<file path="src/rtl/i2c_codec_responder.sv">
// I2C write-only target for a codec control port: 7-bit register address + 9-bit data per byte pair.
// Optional 16x9 shadow register file enabled with `define I2C_REGFILE_EN.
module i2c_codec_responder #(
  parameter logic [6:0] DEV_ADDR    = 7'h1A,
  parameter int         SYNC_STAGES = 2
) (
  input  logic       i_clk,
  input  logic       i_rst_n,
  input  logic       i_scl,
  input  logic       i_sda,
  output logic       o_sda_oen,
  output logic [6:0] o_reg_addr,
  output logic [8:0] o_reg_data,
  output logic       o_valid,
  output logic       o_frame_err,
  output logic [7:0] o_frame_cnt,
  output logic       o_busy,
  input  logic [3:0] i_rd_addr,
  output logic [8:0] o_rd_data
);

  typedef enum logic [2:0] {
    S_IDLE   = 3'd0,
    S_ADDR   = 3'd1,
    S_ACK_A  = 3'd2,
    S_BYTE1  = 3'd3,
    S_ACK_1  = 3'd4,
    S_BYTE2  = 3'd5,
    S_ACK_2  = 3'd6,
    S_IGNORE = 3'd7
  } state_t;

  logic [SYNC_STAGES-1:0] r_scl_sync, r_sda_sync;
  logic                   r_scl_d, r_sda_d;
  state_t                 r_state;
  logic [3:0]             r_bit_cnt;
  logic [7:0]             r_shift, r_byte1, r_byte2;
  logic                   r_sda_oen, r_valid, r_frame_err, r_busy;
  logic [6:0]             r_reg_addr;
  logic [8:0]             r_reg_data;
  logic [7:0]             r_frame_cnt;

  // Synchronise the bus lines and keep one cycle of history for edge detection.
  always_ff @(posedge i_clk or negedge i_rst_n) begin
    if (!i_rst_n) begin
      r_scl_sync <= '1;
      r_sda_sync <= '1;
      r_scl_d    <= 1'b1;
      r_sda_d    <= 1'b1;
    end else begin
      r_scl_sync <= {r_scl_sync[SYNC_STAGES-2:0], i_scl};
      r_sda_sync <= {r_sda_sync[SYNC_STAGES-2:0], i_sda};
      r_scl_d    <= r_scl_sync[SYNC_STAGES-1];
      r_sda_d    <= r_sda_sync[SYNC_STAGES-1];
    end
  end

  logic w_scl, w_sda, w_scl_rise, w_scl_fall, w_start, w_stop, w_mid_pair, w_wr_en;
  assign w_scl      = r_scl_sync[SYNC_STAGES-1];
  assign w_sda      = r_sda_sync[SYNC_STAGES-1];
  assign w_scl_rise = w_scl & ~r_scl_d;
  assign w_scl_fall = ~w_scl & r_scl_d;
  assign w_start    = w_scl & r_scl_d & r_sda_d & ~w_sda;
  assign w_stop     = w_scl & r_scl_d & ~r_sda_d & w_sda;
  assign w_wr_en    = (r_state == S_ACK_2) && w_scl_fall;
  // A STOP/START always costs one sampled bit at a pair boundary, so BYTE1 with <=1 bit is not mid-pair.
  assign w_mid_pair = (r_state == S_ACK_1) || (r_state == S_BYTE2) || (r_state == S_ACK_2) ||
                      ((r_state == S_BYTE1) && (r_bit_cnt > 4'd1));

  // Protocol FSM with registered ACK drive, write outputs and status pulses.
  always_ff @(posedge i_clk or negedge i_rst_n) begin
    if (!i_rst_n) begin
      r_state     <= S_IDLE;
      r_bit_cnt   <= 4'd0;
      r_shift     <= 8'd0;
      r_byte1     <= 8'd0;
      r_byte2     <= 8'd0;
      r_sda_oen   <= 1'b0;
      r_valid     <= 1'b0;
      r_frame_err <= 1'b0;
      r_busy      <= 1'b0;
      r_reg_addr  <= 7'd0;
      r_reg_data  <= 9'd0;
      r_frame_cnt <= 8'd0;
    end else begin
      r_valid     <= 1'b0;
      r_frame_err <= 1'b0;
      if (w_start || w_stop) begin
        r_frame_err <= w_mid_pair;
        r_sda_oen   <= 1'b0;
        r_bit_cnt   <= 4'd0;
        r_busy      <= w_start;
        r_state     <= w_start ? S_ADDR : S_IDLE;
      end else begin
        case (r_state)
          S_ADDR, S_BYTE1, S_BYTE2: begin
            if (w_scl_rise && (r_bit_cnt != 4'd8)) begin
              r_shift   <= {r_shift[6:0], w_sda};
              r_bit_cnt <= r_bit_cnt + 4'd1;
            end else if (w_scl_fall && (r_bit_cnt == 4'd8)) begin
              r_bit_cnt <= 4'd0;
              if (r_state == S_ADDR) begin
                if ((r_shift[7:1] == DEV_ADDR) && !r_shift[0]) begin
                  r_sda_oen <= 1'b1;
                  r_state   <= S_ACK_A;
                end else begin
                  r_state <= S_IGNORE;
                end
              end else if (r_state == S_BYTE1) begin
                r_byte1   <= r_shift;
                r_sda_oen <= 1'b1;
                r_state   <= S_ACK_1;
              end else begin
                r_byte2   <= r_shift;
                r_sda_oen <= 1'b1;
                r_state   <= S_ACK_2;
              end
            end
          end
          S_ACK_A, S_ACK_1: begin
            if (w_scl_fall) begin
              r_sda_oen <= 1'b0;
              r_state   <= (r_state == S_ACK_A) ? S_BYTE1 : S_BYTE2;
            end
          end
          S_ACK_2: begin
            if (w_scl_fall) begin
              r_sda_oen  <= 1'b0;
              r_valid    <= 1'b1;
              r_reg_addr <= r_byte1[7:1];
              r_reg_data <= {r_byte1[0], r_byte2};
              if (r_frame_cnt != 8'hFF) begin
                r_frame_cnt <= r_frame_cnt + 8'd1;
              end
              r_state <= S_BYTE1;
            end
          end
          S_IDLE, S_IGNORE: begin
            r_sda_oen <= 1'b0;
          end
          default: begin
            r_sda_oen <= 1'b0;
            r_state   <= S_IDLE;
          end
        endcase
      end
    end
  end

  assign o_sda_oen   = r_sda_oen;
  assign o_valid     = r_valid;
  assign o_frame_err = r_frame_err;
  assign o_busy      = r_busy;
  assign o_reg_addr  = r_reg_addr;
  assign o_reg_data  = r_reg_data;
  assign o_frame_cnt = r_frame_cnt;

`ifdef I2C_REGFILE_EN
  logic [8:0] r_regfile [16];

  // Shadow register file; a write to register 0x0F is the codec reset and clears every entry.
  always_ff @(posedge i_clk or negedge i_rst_n) begin
    if (!i_rst_n) begin
      for (int i = 0; i < 16; i++) r_regfile[i] <= 9'd0;
    end else if (w_wr_en) begin
      if (r_byte1[7:1] == 7'h0F) begin
        for (int i = 0; i < 16; i++) r_regfile[i] <= 9'd0;
      end else begin
        r_regfile[r_byte1[4:1]] <= {r_byte1[0], r_byte2};
      end
    end
  end

  assign o_rd_data = r_regfile[i_rd_addr];
`else
  logic w_unused_rd;
  assign w_unused_rd = ^{i_rd_addr, w_wr_en};
  assign o_rd_data   = 9'd0;
`endif

endmodule

</file>
<file path="config.mk">
export PLATFORM = sky130hd
export DESIGN_NAME = i2c_codec_responder
export DESIGN_NICKNAME = d
export VERILOG_FILES = /design/src/rtl/i2c_codec_responder.sv
export SDC_FILE = /design/constraint.sdc
export NUM_CORES = 1
export LEC_CHECK = 0
export BUFFER_PORTS_ARGS = -buffer_cell sky130_fd_sc_hd__buf_2
export CAP_MARGIN = 30
export CORE_UTILIZATION = 60
export DETAILED_ROUTE_END_ITERATION = 8
export GPL_TIMING_DRIVEN = 1
export HOLD_SLACK_MARGIN = 0.03
export PLACE_DENSITY = 0.88
export SYNTH_ARGS = -nofsm -noshare
export SYNTH_HDL_FRONTEND = slang
export SYNTH_SLANG_ARGS = --single-unit
export TNS_END_PERCENT = 10
</file>
<file path="constraint.sdc">
create_clock -name i_clk -period 5.5 [get_ports i_clk]
set_input_delay 1.65 -clock i_clk [delete_from_list [all_inputs] [get_ports i_clk]]
set_output_delay 1.65 -clock i_clk [all_outputs]
set_load 0.02 [all_outputs]
</file>
-- Word level (Yosys, flattened, before mapping)
Index checks and enable logic that the tools add are counted.
- word-level logic and storage cells: 102
- input port bits: 8
- latch bits: 0
- ROM bits: 0
- memory bits (writable): 0
- output and inout bits: 37
- memories kept: 0
- flip-flop bits (word level): 65
- equal/unequal tests: 17
- div/mod/pow operators: 0
- add/subtract/negate cells: 2
- reduce and logical (&&, ||, !) cells: 25
- magnitude comparators: 1
- multiplexer cells: 26
- shifts and indexed selects: 0
- bitwise logic cells: 15
- multipliers: 0
- operator list (cell ; number):
    $mux W3 ; 8
    $mux W4 ; 4
    $eq A3 B3 Y1 const B ; 4
    $reduce_and A6 Y1 ; 2
    $mux W1 ; 11
    $ne A3 B3 Y1 const B ; 3
    $pmux W3 S3 ; 1
    $add A8 B1 Y8 const B ; 1
    $ne A4 B4 Y1 const B ; 2
    $ne A8 B8 Y1 const B ; 1
    $not A1 Y1 ; 8
    $reduce_and A4 Y1 ; 2
    $and A1 B1 Y1 ; 7
    $eq A7 B5 Y1 const B ; 1
    $eq A3 B2 Y1 const B ; 2
    $reduce_and A3 Y1 ; 2
    $reduce_or A3 Y1 ; 2
    $reduce_and A5 Y1 ; 1
    $add A4 B1 Y4 const B ; 1
    $eq A4 B4 Y1 const B ; 1
    $gt A4 B1 Y1 const B ; 1
    $logic_and A1 B1 Y1 ; 4
    $logic_or A1 B1 Y1 ; 4
    $reduce_bool A4 Y1 ; 1
    other kinds (11) ; 12

-- Logic depth before layout (Yosys ltp)
- depth in word-level cells: 8
- gate-level depth with buffers: 7
- mapped depth without buffers: 6

-- Least setup slack after synthesis
No wires, ideal clock.
- path kind: flip-flop to output port
- start: register r_frame_cnt[4] (netlist: o_frame_cnt[4])
- end: output o_frame_cnt[4]
- arrival: 493 ps
- cell stages (with the launch flop): 1
- buffers on the path: 0
- data required time: 3850 ps
- path slack: 3357 ps
- cell sequence: dfrtp_1
- RTL lines (element ; RTL line ; source):
    start: declaration ; 41 ; logic [7:0] r_frame_cnt;
    start signal: assignment ; 133 ; r_frame_cnt <= r_frame_cnt + 8'd1;
    end: declaration ; 16 ; output logic [7:0] o_frame_cnt,
No word-level cell between the ends.

-- Worst setup path after layout
- start: register r_frame_cnt[4] (netlist: o_frame_cnt[4])
- end: output o_frame_cnt[4]
No word-level cell between the ends.

==> key figures <==
Run status
  – Status: finished clean

Logic synthesis
  – Number of synthesized flops with an enable pin: 0
  – Count leader, synth: dfrtp_1
  – Commonest cells post-synth: dfrtp_1 (59), mux2_2 (35), buf_4 (9)
  – Synth cell types: 45
  – Seq cells post-synth: 65
  – Yosys warns: 0
  – Mean Syn Cell Area: 13.8 um^2
  – Cells after Synth: 206
  – Area share of the largest cell type after synthesis: 51.9%
  – Primary FF master, synth: dfrtp_1
  – Async SR Flop Fraction: 100%
  – Syn Std Cell Area: 2850 um^2
  – Synth area leader: dfrtp_1
  – Post-synthesis sequential area ratio: 57.4%
  – Top post-synthesis cells by area: dfrtp_1 (52%), mux2_2 (14%), dfstp_2 (5.5%)

Place
  – Hpwl dp: 3100 um
  – Instance area at placement: 3010 um^2
  – Final GP Congestion: 0.829
  – Pre-CTS setup slack: 3.01 ns
  – Placed cell count: 286
  – Port bufs: 31

GRT
  – Initial antenna violation count: 0
  – Via count of the first global-routing pass: 1712
  – First-pass GRT wire length: 8140 um
  – Met3 track demand over resource: 7.98%
  – GRT Util Overall: 21.9%
  – Largest net degree at the start of global routing: 55
  – GRT met2 Usage: 34.8%
  – Grt peak-use layer: met2
  – Grt ovf: 0
  – Met1 global-route usage: 26.5%

STA
  – Fin crit share: 47.9%
  – Setup TNS: 0 ns
  – Final WS setup: 2.87 ns
  – Min Tclk post-route: 2.63 ns
  – Relative slew slack: 55.9%
  – Setup-failing EPs final: 0
  – Count of final max-slew check failures: 0
  – Fmax: 0.380 GHz
  – RSZ-0062 raised after global routing: no
  – Slew @ Worst Pin: 0.661 ns
  – Final-report hold violation count: 0
  – Clock skew: 0.00723 ns
  – Fin Hold WS: 0.356 ns

Power
  – P_leak: 1.69 nW
  – Power per standard cell area: 326 nW/um^2
  – Design Power: 1.05 mW
  – Peak supply drop: 0.243 mV

Worst setup path
  – Worst setup EP type: output pin
  – Type of origin of the critical path: flip-flop
  – WP depth: 1
  – CP Buf/Inv Count: 1
  – Reg-to-Reg Start: r_bit_cnt[0]
  – Slowest cell on the critical path: dfrtp_1
  – Worst r2r dst: r_bit_cnt[0]
  – Worst setup path startpoint: o_frame_cnt[4]
  – Flop-to-flop setup slack: 3.44 ns
  – CP required: 3.85 ns
  – CP Max Fanout: 6
  – WP data arrival: 0.98 ns
  – Crit-path max cell delay: 0.45 ns
  – Family with the most delay on the worst path: flip-flops
  – Path type of the worst setup path: flip-flop to output pin
  – CP cell instances: buf_2
  – FF-to-FF path depth: 6

Clocking
  – Clock sinks: 65
  – H-tree levels: 3
  – Cts-stage hold buffer count: 0
  – PostCTS Resize Cnt: 0
  – Setup repair bufs after CTS: 0
  – Clock latency on the worst-skew pair: 0.34 ns
  – Root buf cell: clkbuf_8
  – CTS tree: built
  – CTS buffer count: 9
  – Clk buf depth: 2
  – Clock transition at path regs: 0.07 ns

Routing
  – Via count: 1694
  – Initial DRC Count: 62
  – WL per Instance: 15.8 um
  – Routed WL: 4780 um
  – Routed vias/inst: 5.61
  – DRC Markers: 0
  – Antenna viol nets, final: 0
  – DRT Pass-1 Iters: 6

Floorplan
  – Initial Util: 64.0%
  – Die H: 70.9 um
  – Die area: 5020 um^2
  – IO Count: 45
  – Die X: 70.9 um
  – Rows: 24
  – Core Footprint: 4440 um^2

Cells and area
  – Layout cell share with drive strength beyond 1: 41.2%
  – Final cell count without fillers: 302
  – Fin area: 3210 um^2
  – Fin util: 72.2%
  – # diodes: 0
  – P&R area growth vs syn: 12.8%
  – Nets: 258

Min path
  – Hold path startpoint: r_sda_sync[0]
  – Hold depth: 0
  – Worst min path class: flip-flop to flip-flop
  – Hold endpoint: r_sda_sync[1]

Flow run
  – Max_cap viols: 0
## state kept, by name (all words and copies together), names as in the netlist, 2 cells and up
name / count
o_reg_addr: 7
r_shift: 8
r_sda_sync: 2
r_scl_sync: 2
r_bit_cnt: 4
r_state: 3
r_byte1: 8
r_byte2: 8
o_frame_cnt: 8
o_reg_data: 9
## worst max path at each step
stage / to / slack, ns
finish: o_frame_cnt[4] / 2.87
global route: o_frame_cnt[4] / 2.82
CTS: o_frame_cnt[3] / 2.85
detailed placement: r_bit_cnt[2] / 3.01
global placement: r_bit_cnt[0] / 3.02
floorplan: o_frame_cnt[4] / 3.36
## power by group
part	internal (mW)	total, mW	switching [mW]
registers	0.503	0.537	0.0335
logic	0.0508	0.106	0.0550
clock network	0.220	0.403	0.183
## metal layers
layer / wire [um] / part of all wire (%) / vias up
li1: - / - / 796
met1: 2130 / 44 / 845
met2: 2370 / 50 / 43
met3: 188 / 3.9 / 10
met4: 89 / 1.9 / 0
met5: 0 / 0 / -
## placed cells by master (no fill, tap or decap), types with 2 or more instances in the layout
cell type   netlist  final
dfrtp_1          59     59
xnor2_1           4      4
clkinv_2          0      2
mux2_4            8      8
mux2_2           35     35
nor2_1            8      8
inv_1             6      6
o21bai_1          2      2
o21ai_0           3      3
nand4_1           3      3
nand2_1           5      5
nor3_1            5      5
conb_1            1      9
clkinvlp_4        0      2
xor2_1            5      5
buf_2             2     31
a31oi_1           2      2
nand2b_1          2      2
a22o_1            2      2
dfstp_2           6      6
a21oi_1           5      5
o211ai_1          3      3
ha_1              5      5
clkbuf_8          0     10
nand3_1           4      4
## cells by family (layout without fill, tap and decap cells)
kind of cell | Yosys count | in the layout | synth area share [%]
flip-flops | 65 | 65 | 57.4
multiplexers | 44 | 44 | 18.4
AND/OR/NAND/NOR | 41 | 41 | 9.32
AO/OA/AOI/OAI | 23 | 23 | 5.80
buffers and inverters | 18 | 54 | 3.91
XOR/XNOR | 9 | 9 | 2.77
adder cells (fa/ha/maj) | 5 | 5 | 2.20
other | 1 | 9 | 0.132
## area by class of cell
| type | instances | area [um^2] |
|---|---|---|
| Inverter | 6 | 22.5 |
| Tap cell | 52 | 65.1 |
| Clock inverter | 5 | 55.1 |
| Clock buffer | 11 | 141 |
| Sequential cell | 65 | 1630 |
| Multi-Input combinational cell | 131 | 1130 |
| Fill cell | 317 | 1230 |
| Timing Repair Buffer | 32 | 163 |
Power figures use the tool's default switching activity.
